`src/rtl/activation_arbiter_if.sv`:
```
// Requester-side and unit-side handshake bundle for the shared activation arbiter.
// slave = arbiter view, master = neuron array plus activation unit view.
interface activation_arbiter_if #(
   parameter int unsigned N    = 3,
   parameter int unsigned ARGW = 16,
   parameter int unsigned RESW = 8,
   parameter int unsigned ERRW = 16,
   parameter int unsigned FBKW = 16
);
   logic [N-1:0]      req_train;
   logic [N-1:0]      req_arg_valid;
   logic [N-1:0]      req_arg_ready;
   logic [N*ARGW-1:0] req_arg_data;
   logic [N-1:0]      req_res_valid;
   logic [N-1:0]      req_res_ready;
   logic [RESW-1:0]   req_res_data;
   logic [N-1:0]      req_err_valid;
   logic [N-1:0]      req_err_ready;
   logic [N*ERRW-1:0] req_err_data;
   logic [N-1:0]      req_fbk_valid;
   logic [N-1:0]      req_fbk_ready;
   logic [FBKW-1:0]   req_fbk_data;

   logic              arg_valid;
   logic [ARGW-1:0]   arg_data;
   logic              arg_ready;
   logic              res_valid;
   logic [RESW-1:0]   res_data;
   logic              res_ready;
   logic              err_valid;
   logic [ERRW-1:0]   err_data;
   logic              err_ready;
   logic              fbk_valid;
   logic [FBKW-1:0]   fbk_data;
   logic              fbk_ready;

   modport slave (
      input  req_train, req_arg_valid, req_arg_data, req_res_ready,
             req_err_valid, req_err_data, req_fbk_ready,
             arg_ready, res_valid, res_data, err_ready, fbk_valid, fbk_data,
      output req_arg_ready, req_res_valid, req_res_data, req_err_ready,
             req_fbk_valid, req_fbk_data,
             arg_valid, arg_data, res_ready, err_valid, err_data, fbk_ready
   );

   modport master (
      output req_train, req_arg_valid, req_arg_data, req_res_ready,
             req_err_valid, req_err_data, req_fbk_ready,
             arg_ready, res_valid, res_data, err_ready, fbk_valid, fbk_data,
      input  req_arg_ready, req_res_valid, req_res_data, req_err_ready,
             req_fbk_valid, req_fbk_data,
             arg_valid, arg_data, res_ready, err_valid, err_data, fbk_ready
   );
endinterface

```
`src/rtl/activation_arbiter.sv`:
```
// Round-robin arbiter sharing one activation unit among N requesters; the grant
// is held across the forward pass and, when training, the backward pass.
module activation_arbiter #(
   parameter int unsigned N    = 3,
   parameter int unsigned ARGW = 16,
   parameter int unsigned RESW = 8,
   parameter int unsigned ERRW = 16,
   parameter int unsigned FBKW = 16,
   parameter int unsigned IDXW = $clog2(N)
) (
   input  logic                 clk,
   input  logic                 rst,
   activation_arbiter_if.slave  bus,
   output logic                 en,
   output logic [IDXW-1:0]      grant,
   output logic                 busy
);

   typedef enum logic [2:0] {S_IDLE, S_ARG, S_RES, S_ERR, S_FBK} state_t;

   state_t          state_q, state_d;
   logic [IDXW-1:0] ptr_q, ptr_d;
   logic [IDXW-1:0] grant_q, grant_d;
   logic            en_q, en_d;

   logic [N-1:0]    gmask;
   logic [IDXW-1:0] ptr_next;
   logic [IDXW-1:0] sel_idx;
   logic            sel_found;
   int unsigned     cand;

   assign gmask    = N'(1) << grant_q;
   assign ptr_next = (grant_q == IDXW'(N - 1)) ? '0 : grant_q + IDXW'(1);

   // Data paths are pure muxes/broadcasts; only the handshakes are state-gated.
   assign bus.arg_data     = bus.req_arg_data[32'(grant_q) * ARGW +: ARGW];
   assign bus.err_data     = bus.req_err_data[32'(grant_q) * ERRW +: ERRW];
   assign bus.req_res_data = RESW'(bus.res_data);
   assign bus.req_fbk_data = FBKW'(bus.fbk_data);

   // First requesting index at or above ptr, wrapping at N (N need not be 2^k).
   always_comb begin
      sel_found = 1'b0;
      sel_idx   = '0;
      cand      = 0;
      for (int unsigned i = 0; i < N; i++) begin
         cand = 32'(ptr_q) + i;
         if (cand >= N) cand = cand - N;
         if (!sel_found && bus.req_arg_valid[cand]) begin
            sel_found = 1'b1;
            sel_idx   = IDXW'(cand);
         end
      end
   end

   always_comb begin
      state_d = state_q;
      ptr_d   = ptr_q;
      grant_d = grant_q;
      en_d    = en_q;

      bus.req_arg_ready = '0;
      bus.req_res_valid = '0;
      bus.req_err_ready = '0;
      bus.req_fbk_valid = '0;
      bus.arg_valid     = 1'b0;
      bus.res_ready     = 1'b0;
      bus.err_valid     = 1'b0;
      bus.fbk_ready     = 1'b0;

      case (state_q)
         S_IDLE: begin
            if (sel_found) begin
               grant_d = sel_idx;
               en_d    = bus.req_train[sel_idx];
               state_d = S_ARG;
            end
         end
         S_ARG: begin
            bus.arg_valid     = |(bus.req_arg_valid & gmask);
            bus.req_arg_ready = gmask & {N{bus.arg_ready}};
            if (|(bus.req_arg_valid & gmask) && bus.arg_ready) state_d = S_RES;
         end
         S_RES: begin
            bus.req_res_valid = gmask & {N{bus.res_valid}};
            bus.res_ready     = |(bus.req_res_ready & gmask);
            if (bus.res_valid && |(bus.req_res_ready & gmask)) begin
               if (en_q) begin
                  state_d = S_ERR;
               end else begin
                  state_d = S_IDLE;
                  ptr_d   = ptr_next;
               end
            end
         end
         S_ERR: begin
            bus.err_valid     = |(bus.req_err_valid & gmask);
            bus.req_err_ready = gmask & {N{bus.err_ready}};
            if (|(bus.req_err_valid & gmask) && bus.err_ready) state_d = S_FBK;
         end
         S_FBK: begin
            bus.req_fbk_valid = gmask & {N{bus.fbk_valid}};
            bus.fbk_ready     = |(bus.req_fbk_ready & gmask);
            if (bus.fbk_valid && |(bus.req_fbk_ready & gmask)) begin
               state_d = S_IDLE;
               ptr_d   = ptr_next;
            end
         end
         default: state_d = S_IDLE;
      endcase
   end

   always_ff @(posedge clk or negedge rst) begin
      if (!rst) begin
         state_q <= S_IDLE;
         ptr_q   <= '0;
         grant_q <= '0;
         en_q    <= 1'b0;
      end else begin
         state_q <= state_d;
         ptr_q   <= ptr_d;
         grant_q <= grant_d;
         en_q    <= en_d;
      end
   end

   assign en    = en_q;
   assign grant = grant_q;
   assign busy  = (state_q != S_IDLE);

endmodule
```
`src/flat_wrapper.sv`:
```
// flat-port wrapper written by rule: the top's interface ports become plain ports
module activation_arbiter_flat 
#(
   parameter int unsigned N    = 3,
   parameter int unsigned ARGW = 16,
   parameter int unsigned RESW = 8,
   parameter int unsigned ERRW = 16,
   parameter int unsigned FBKW = 16,
   parameter int unsigned IDXW = $clog2(N)
)
  (clk, rst, en, grant, busy, bus_req_train, bus_req_arg_valid, bus_req_arg_data, bus_req_res_ready, bus_req_err_valid, bus_req_err_data, bus_req_fbk_ready, bus_arg_ready, bus_res_valid, bus_res_data, bus_err_ready, bus_fbk_valid, bus_fbk_data, bus_req_arg_ready, bus_req_res_valid, bus_req_res_data, bus_req_err_ready, bus_req_fbk_valid, bus_req_fbk_data, bus_arg_valid, bus_arg_data, bus_res_ready, bus_err_valid, bus_err_data, bus_fbk_ready);
  activation_arbiter_if #(.N(N), .ARGW(ARGW), .RESW(RESW), .ERRW(ERRW), .FBKW(FBKW)) bus_i ();
  input  logic clk;
  input  logic rst;
  output logic en;
  output logic [IDXW-1:0] grant;
  output logic busy;
  input wire logic [$bits(bus_i.req_train)-1:0] bus_req_train;
  input wire logic [$bits(bus_i.req_arg_valid)-1:0] bus_req_arg_valid;
  input wire logic [$bits(bus_i.req_arg_data)-1:0] bus_req_arg_data;
  input wire logic [$bits(bus_i.req_res_ready)-1:0] bus_req_res_ready;
  input wire logic [$bits(bus_i.req_err_valid)-1:0] bus_req_err_valid;
  input wire logic [$bits(bus_i.req_err_data)-1:0] bus_req_err_data;
  input wire logic [$bits(bus_i.req_fbk_ready)-1:0] bus_req_fbk_ready;
  input wire logic [$bits(bus_i.arg_ready)-1:0] bus_arg_ready;
  input wire logic [$bits(bus_i.res_valid)-1:0] bus_res_valid;
  input wire logic [$bits(bus_i.res_data)-1:0] bus_res_data;
  input wire logic [$bits(bus_i.err_ready)-1:0] bus_err_ready;
  input wire logic [$bits(bus_i.fbk_valid)-1:0] bus_fbk_valid;
  input wire logic [$bits(bus_i.fbk_data)-1:0] bus_fbk_data;
  output wire logic [$bits(bus_i.req_arg_ready)-1:0] bus_req_arg_ready;
  output wire logic [$bits(bus_i.req_res_valid)-1:0] bus_req_res_valid;
  output wire logic [$bits(bus_i.req_res_data)-1:0] bus_req_res_data;
  output wire logic [$bits(bus_i.req_err_ready)-1:0] bus_req_err_ready;
  output wire logic [$bits(bus_i.req_fbk_valid)-1:0] bus_req_fbk_valid;
  output wire logic [$bits(bus_i.req_fbk_data)-1:0] bus_req_fbk_data;
  output wire logic [$bits(bus_i.arg_valid)-1:0] bus_arg_valid;
  output wire logic [$bits(bus_i.arg_data)-1:0] bus_arg_data;
  output wire logic [$bits(bus_i.res_ready)-1:0] bus_res_ready;
  output wire logic [$bits(bus_i.err_valid)-1:0] bus_err_valid;
  output wire logic [$bits(bus_i.err_data)-1:0] bus_err_data;
  output wire logic [$bits(bus_i.fbk_ready)-1:0] bus_fbk_ready;
  assign bus_i.req_train = bus_req_train;
  assign bus_i.req_arg_valid = bus_req_arg_valid;
  assign bus_i.req_arg_data = bus_req_arg_data;
  assign bus_i.req_res_ready = bus_req_res_ready;
  assign bus_i.req_err_valid = bus_req_err_valid;
  assign bus_i.req_err_data = bus_req_err_data;
  assign bus_i.req_fbk_ready = bus_req_fbk_ready;
  assign bus_i.arg_ready = bus_arg_ready;
  assign bus_i.res_valid = bus_res_valid;
  assign bus_i.res_data = bus_res_data;
  assign bus_i.err_ready = bus_err_ready;
  assign bus_i.fbk_valid = bus_fbk_valid;
  assign bus_i.fbk_data = bus_fbk_data;
  assign bus_req_arg_ready = bus_i.req_arg_ready;
  assign bus_req_res_valid = bus_i.req_res_valid;
  assign bus_req_res_data = bus_i.req_res_data;
  assign bus_req_err_ready = bus_i.req_err_ready;
  assign bus_req_fbk_valid = bus_i.req_fbk_valid;
  assign bus_req_fbk_data = bus_i.req_fbk_data;
  assign bus_arg_valid = bus_i.arg_valid;
  assign bus_arg_data = bus_i.arg_data;
  assign bus_res_ready = bus_i.res_ready;
  assign bus_err_valid = bus_i.err_valid;
  assign bus_err_data = bus_i.err_data;
  assign bus_fbk_ready = bus_i.fbk_ready;
  activation_arbiter #(.N(N), .ARGW(ARGW), .RESW(RESW), .ERRW(ERRW), .FBKW(FBKW), .IDXW(IDXW)) u_core (.clk(clk), .rst(rst), .bus(bus_i), .en(en), .grant(grant), .busy(busy));
endmodule
```
`config.mk`:
```
export PLATFORM = sky130hd
export DESIGN_NAME = activation_arbiter_flat
export DESIGN_NICKNAME = d
export VERILOG_FILES = /design/src/rtl/activation_arbiter_if.sv /design/src/rtl/activation_arbiter.sv /design/src/flat_wrapper.sv
export SDC_FILE = /design/constraint.sdc
export NUM_CORES = 1
export LEC_CHECK = 0
export CAP_MARGIN = 20
export CORE_ASPECT_RATIO = 1.4
export CORE_MARGIN = 4
export CORE_UTILIZATION = 29
export CTS_CLUSTER_SIZE = 25
export DETAILED_ROUTE_END_ITERATION = 12
export HOLD_SLACK_MARGIN = 0.05
export PLACE_DENSITY = 0.95
export SYNTH_ARGS = -nofsm -noshare
export SYNTH_HDL_FRONTEND = slang
export SYNTH_SLANG_ARGS = --single-unit
```
`constraint.sdc`:
```
create_clock -name clk -period 3.6 [get_ports clk]
set_input_delay 0.54 -clock clk [delete_from_list [all_inputs] [get_ports clk]]
set_output_delay 0.54 -clock clk [all_outputs]
set_load 0.02 [all_outputs]
```
==> impl_metrics.tcl, run 1 <==
set metrics [dict create \
    hold_ws_ns 0.618 \
    synth_ff_type "dfrtp_1" \
    synth_edf_count 0 \
    synth_cells 244 \
    fin_setup_tns_ns 0 \
    path_clk_slew_ns 0.05 \
    grt_max_degree 46 \
    post-cts-setup-buffers 0 \
    min_period_ns 3.01 \
    ys_top_cells_by_count "nand2_1 (42), mux2i_1 (41), o21ai_0 (36)" \
    worstHoldPathType "input pin to async pin" \
    worst_slack_ns 0.587 \
    drive_gt1_share_pct 5.51 \
    leakage_nw 1.24 \
    numCtsBuffers 3 \
    r2r_cells 7 \
    irDropWorstVdd_mv 0.407 \
    first_iter_violations 80 \
    core_sq_mm 0.00590 \
    async_flop_share_pct 100 \
    worstPathArrival_ns 2.47 \
    synth_cell_types 43 \
    drc 0 \
    period_share_pct 83.7 \
    cts_tree "done" \
    grt_util_all_layers_pct 21.0 \
    p_per_area_mw_per_mm2 589 \
    p_comb_share_pct 83.8 \
    hold_viol_final 0 \
    initial_core_util_pct 30.2 \
    yosysMostFrequentCell "nand2_1" \
    post_cts_resized 0 \
    vias_per_cell 5.15 \
    gp_congestion 0.986 \
    ys_seq_area_share_pct 11.2 \
    p_int_mw 1.01 \
    cts_max_path_buffers 2 \
    num_io_pins 217 \
    dieArea_sq_mm 0.00749 \
    dp_hpwl_um 7020 \
    outcome "finished clean" \
    synth_top_area_cell "mux2i_1" \
    antenna_left 0 \
    setup_violations 0 \
    port_buffers 168 \
    antennaDiodeCount 0 \
    postSynthAreaPerCell_sq_um 7.32 \
    startpoint_type "input pin" \
    clockPowerShare_pct 6.0 \
    ys_seq_elements 8 \
    finalClockSkew_ns 0.00120 \
    postCtsHoldBufs 0 \
    clock-sinks 8 \
    drt_wl_total_um 8390 \
    wl_per_cell_um 18.6 \
    grt_pass1_vias 2344 \
    cap_viol_max_count 0 \
    max_freq_ghz 0.332 \
    die_h_um 101 \
    syn_to_final_growth_pct 88.9 \
    synth_nets 389 \
    swShare_pct 49.1 \
    htreeDepth 1 \
    regArea_sq_um 201 \
    root_buffer "clkbuf_8" \
    rows 33 \
    seqPwrFrac_pct 10.2 \
    power_switching_uw 977 \
    multi_input_area_sq_mm 0.00129 \
    yosysWarnings 0 \
    insertion_delay_ns 0.24 \
    drv_slew 0 \
    synth_top_area_share_pct 23.0 \
    postLayoutCoreUtil_pct 57.1 \
    worstSetupPathType "input pin to output port" \
    dp_slack_ns 0.608 \
    firstDrtPassIters 4 \
    final_area_sq_mm 0.00337 \
    grt_setup_unrepaired "false" \
    synth_area_leaders "mux2i_1 (23%), dfrtp_1 (11%), buf_4 (11%)" \
    tightest_slew_ns 0.560 \
    crit_path_max_fanout 5 \
    nets 527 \
    crit_path_end_kind "output port" \
    die_w_um 74.3 \
    grt_pass1_wl_um 12100 \
    slew-limit-headroom_pct 62.6 \
    placed_area_sq_mm 0.00333 \
    syn_area_sq_mm 0.00179 \
    route.vias.total 2322 \
    required_ns 3.06 \
    antenna_found_initial 0 \
    overflow 0 \
    final.fill_count 533 \
]
-- metal layers --
layer	GRT usage, %	up-vias	wire [um]
li1	-	1107	-
met1	19.8	1053	2690
met2	39.2	126	4260
met5	0	-	0
met4	8.90	0	302
met3	7.78	36	1140
-- placed cells by master, fill, tap and decap left out, types with 2 or more instances in the layout --
master,count
a211o_1,2
a21oi_1,3
and2_1,3
buf_4,5
clkbuf_8,3
clkdlybuf4s50_1,168
dfrtp_1,7
ha_1,4
inv_1,6
mux2i_1,41
nand2_1,42
nand2b_1,2
nand3_1,2
nor2_1,14
nor2b_1,5
nor3_1,5
nor3b_1,2
nor4b_1,2
o21ai_0,36
o2bb2ai_1,4
-- power by group through the flow --
stage / sequential [mW] / combinational [mW] / clock, mW
floorplan: 0.193 / 1.04 / 0
global placement: 0.195 / 1.62 / 0
detailed placement: 0.198 / 1.67 / 0
CTS: 0.198 / 1.67 / 0.122
global route: 0.205 / 1.79 / 0.125
finish: 0.202 / 1.67 / 0.120
-- through the flow --
| step | std cells | power (mW) |
|---|---|---|
| 6_report | 451 | 1.99 |
| 3_5_place_dp | 447 | 1.86 |
| 3_3_place_gp | 447 | 1.82 |
| 5_1_grt | 451 | 2.12 |
| 2_1_floorplan | 244 | 1.23 |
| 4_1_cts | 451 | 1.99 |
-- logic make-up after synthesis --
family,synth area share [%]
AO/OA/AOI/OAI,23.5
AND/OR/NAND/NOR,22.0
buffers and inverters,16.6
flip-flops,11.2
adder cells (fa/ha/maj),2.80
multiplexers,23.8
-- critical path, stage by stage --
cell and delay [ns]:
clkdlybuf4s50_1 0.48, clkinvlp_2 0.11, or4b_4 0.55, nor3_1 0.16, clkdlybuf4s50_1 0.63
-- final cells by class --
| type | count | area share [%] |
|---|---|---|
| Sequential cell | 8 | 5.97 |
| Clock buffer | 4 | 1.34 |
| Inverter | 7 | 0.816 |
| Multi-Input combinational cell | 189 | 38.3 |
| Tap cell | 70 | 2.60 |
| Timing Repair Buffer | 173 | 51.0 |
-- state kept, by name (all words and copies together), names as in the netlist --
name and flops:
u_core.ptr_q 2, u_core.state_q 3, u_core.en 1, u_core.grant 2
-- final timing paths --
path | start | end | slack (ns)
min in group clk | u_core.ptr_q[0] | u_core.ptr_q[0] | 0.64
worst min-delay path | rst | u_core.grant[0] | 0.62
worst max register to register | u_core.ptr_q[0] | u_core.en | 1.41
worst min register to register | u_core.ptr_q[0] | u_core.ptr_q[0] | 0.64
worst max-delay path | bus_res_valid | bus_req_res_valid[0] | 0.59
max in group asynchronous | rst | u_core.grant[1] | 2.65
Power figures use the tool's default switching activity.
==> inputs of run 2 (changes only) <==
Settings changed: CORE_UTILIZATION 29 to 27, PLACE_DENSITY 0.95 to 0.92.
Clock period 3.6 ns to 3.13 ns, I/O delays scaled along.
==> run 2 against run 1 <==
  * First-iteration DRC count down 51%
  * Via count fell by 1.9%
  * Sequential power rose by 29%
  * Total power grew 15%
  * Sequential cell count stayed put
  * Critical path depth did not move
  * Routed wire length is 4.8% lower
  * Core utilization shrank 3.7 points
  * Final cell count up 0.44%
  * Clock skew rose by 0.0025 ns
  * Setup slack lost 0.31 ns
  * Highest routed layer unchanged
==> impl_metrics.tcl, run 2 (synthesized netlist as in run 1, its figures left out) <==
set metrics [dict create \
    mostFrequentLayoutCells "clkdlybuf4s50_1 (168), nand2_1 (42), mux2i_1 (41)" \
    wl_per_cell_um 17.6 \
    htreeDepth 1 \
    layoutNonFillerInstCount 453 \
    worstSetupPathType "input pin to output port" \
    root_buffer "clkbuf_8" \
    antennaDiodeCount 0 \
    path_cells "clkdlybuf4s50_1 > clkinvlp_2 > or4b_4 > nor3_1 > clkdlybuf4s50_1" \
    post-cts-setup-buffers 0 \
    startpoint_type "input pin" \
    wl_met2_um 4160 \
    max_stage_delay_ns 0.63 \
    crit_path_max_fanout 5 \
    dp.cells 449 \
    required_ns 2.66 \
    drive_gt1_share_pct 5.51 \
    gp_congestion 0.884 \
    setup_violations 0 \
    finalClockSkew_ns 0.00373 \
    tightest_slew_ns 0.524 \
    numCtsBuffers 3 \
    grt_setup_unrepaired "false" \
    firstDrtPassIters 5 \
    grt_pass1_vias 2321 \
    postCtsHoldBufs 0 \
    highest_layer "met4" \
    antenna_found_initial 0 \
    largest_register "u_core.state_q" \
    slew-limit-headroom_pct 64.8 \
    cts_max_path_buffers 2 \
    rows 34 \
    path_clk_slew_ns 0.04 \
    overflow 0 \
    first_iter_violations 39 \
    p_per_area_mw_per_mm2 672 \
    outcome "finished clean" \
    crit_top_cell "clkdlybuf4s50_1" \
    irDropWorstVdd_mv 0.635 \
    max_freq_ghz 0.351 \
    crit_path_end_kind "output port" \
    worstHoldPathType "input pin to async pin" \
    die_h_um 104 \
    fin_setup_tns_ns 0 \
    route.vias.total 2279 \
    drc 0 \
    postLayoutCoreUtil_pct 53.4 \
    antenna_left 0 \
    core_sq_mm 0.00634 \
    cpLargestDelayFamily "buffers and inverters" \
    largest_register_ffs 3 \
    num_io_pins 217 \
    initial_core_util_pct 28.2 \
    min_period_ns 2.85 \
    mostFrequentLayoutCell "clkdlybuf4s50_1" \
    worst-path-buf-inv 3 \
    met1_length_um 2610 \
    wl_met3_um 956 \
    period_share_pct 91.1 \
    grt_pass1_wl_um 12100 \
    syn_to_final_growth_pct 89.7 \
    cts_tree "done" \
    dieArea_sq_mm 0.00800 \
    post_cts_resized 0 \
    port_buffers 168 \
    nets 527 \
    drv_slew 0 \
    clock-sinks 8 \
    leakage_nw 1.25 \
    worstPathArrival_ns 2.38 \
    dp_hpwl_um 6720 \
    grt_max_degree 35 \
    cap_viol_max_count 0 \
    cpMaxStageDelayCell "clkdlybuf4s50_1" \
    grt_util_all_layers_pct 18.8 \
    hold_viol_final 0 \
    drt_wl_total_um 7990 \
    insertion_delay_ns 0.23 \
    vias_per_cell 5.03 \
    die_w_um 76.7 \
]
[run 2: area by class of cell]
| type | instances | area [sq um] |
|---|---|---|
| clock buffer | 4 | 45.0 |
| timing repair buffer | 173 | 1730 |
| sequential | 8 | 201 |
| tap | 72 | 90.1 |
| fill | 563 | 2950 |
| multi-input combinational | 189 | 1290 |
| inverter | 7 | 27.5 |
[run 2: path summary, 6_finish.rpt]
check                           startpoint                    to  slack [ns]  cells after the start
setup / recovery             bus_res_valid  bus_req_res_valid[0]        0.28                      5
hold / removal                         rst       u_core.grant[0]        0.52                      1
setup reg to reg           u_core.ptr_q[0]             u_core.en        1.03                      7
hold reg to reg            u_core.ptr_q[0]       u_core.ptr_q[0]        0.60                      1
max in group asynchronous              rst       u_core.grant[1]        2.32                      1
min in group clk           u_core.ptr_q[0]       u_core.ptr_q[0]        0.60                      1
[run 2: per-stage QoR]
stage	setup slack, ns	cell area (sq um)	hold WS (ns)	power (mW)
2_1_floorplan	0.902	1790	0.174	1.42
3_3_place_gp	0.302	3340	0.578	2.10
3_5_place_dp	0.289	3340	0.601	2.15
4_1_cts	0.282	3390	0.527	2.29
5_1_grt	0.215	3390	0.549	2.43
6_report	0.278	3390	0.520	2.28
[run 2: metal layers]
layer,GRT usage (%),up-vias
met5,0,-
met4,6.48,0
met3,8.49,27
met2,36.5,120
met1,16.8,1024
li1,-,1108
[run 2: power by group]
group	switching (mW)	total, mW	internal (mW)
Combinational	0.955	1.88	0.928
Sequential	0.106	0.260	0.154
Clock	0.0450	0.134	0.0886
Total	1.11	2.28	1.17
[run 2: worst register-to-register path, delay by kind of cell (launching register included)]
kind | cells | cell delay (ns)
compound gates | 3 | 0.73
buf+inv | 1 | 0.08
fa+ha+maj | 1 | 0.40
flops | 1 | 0.39
simple gates | 2 | 0.38
==> inputs of run 3 (changes only) <==
Settings changed: CAP_MARGIN 20 to default.
==> results of run 3 <==
Final layout, timing and power as in run 2 (identical DEF).
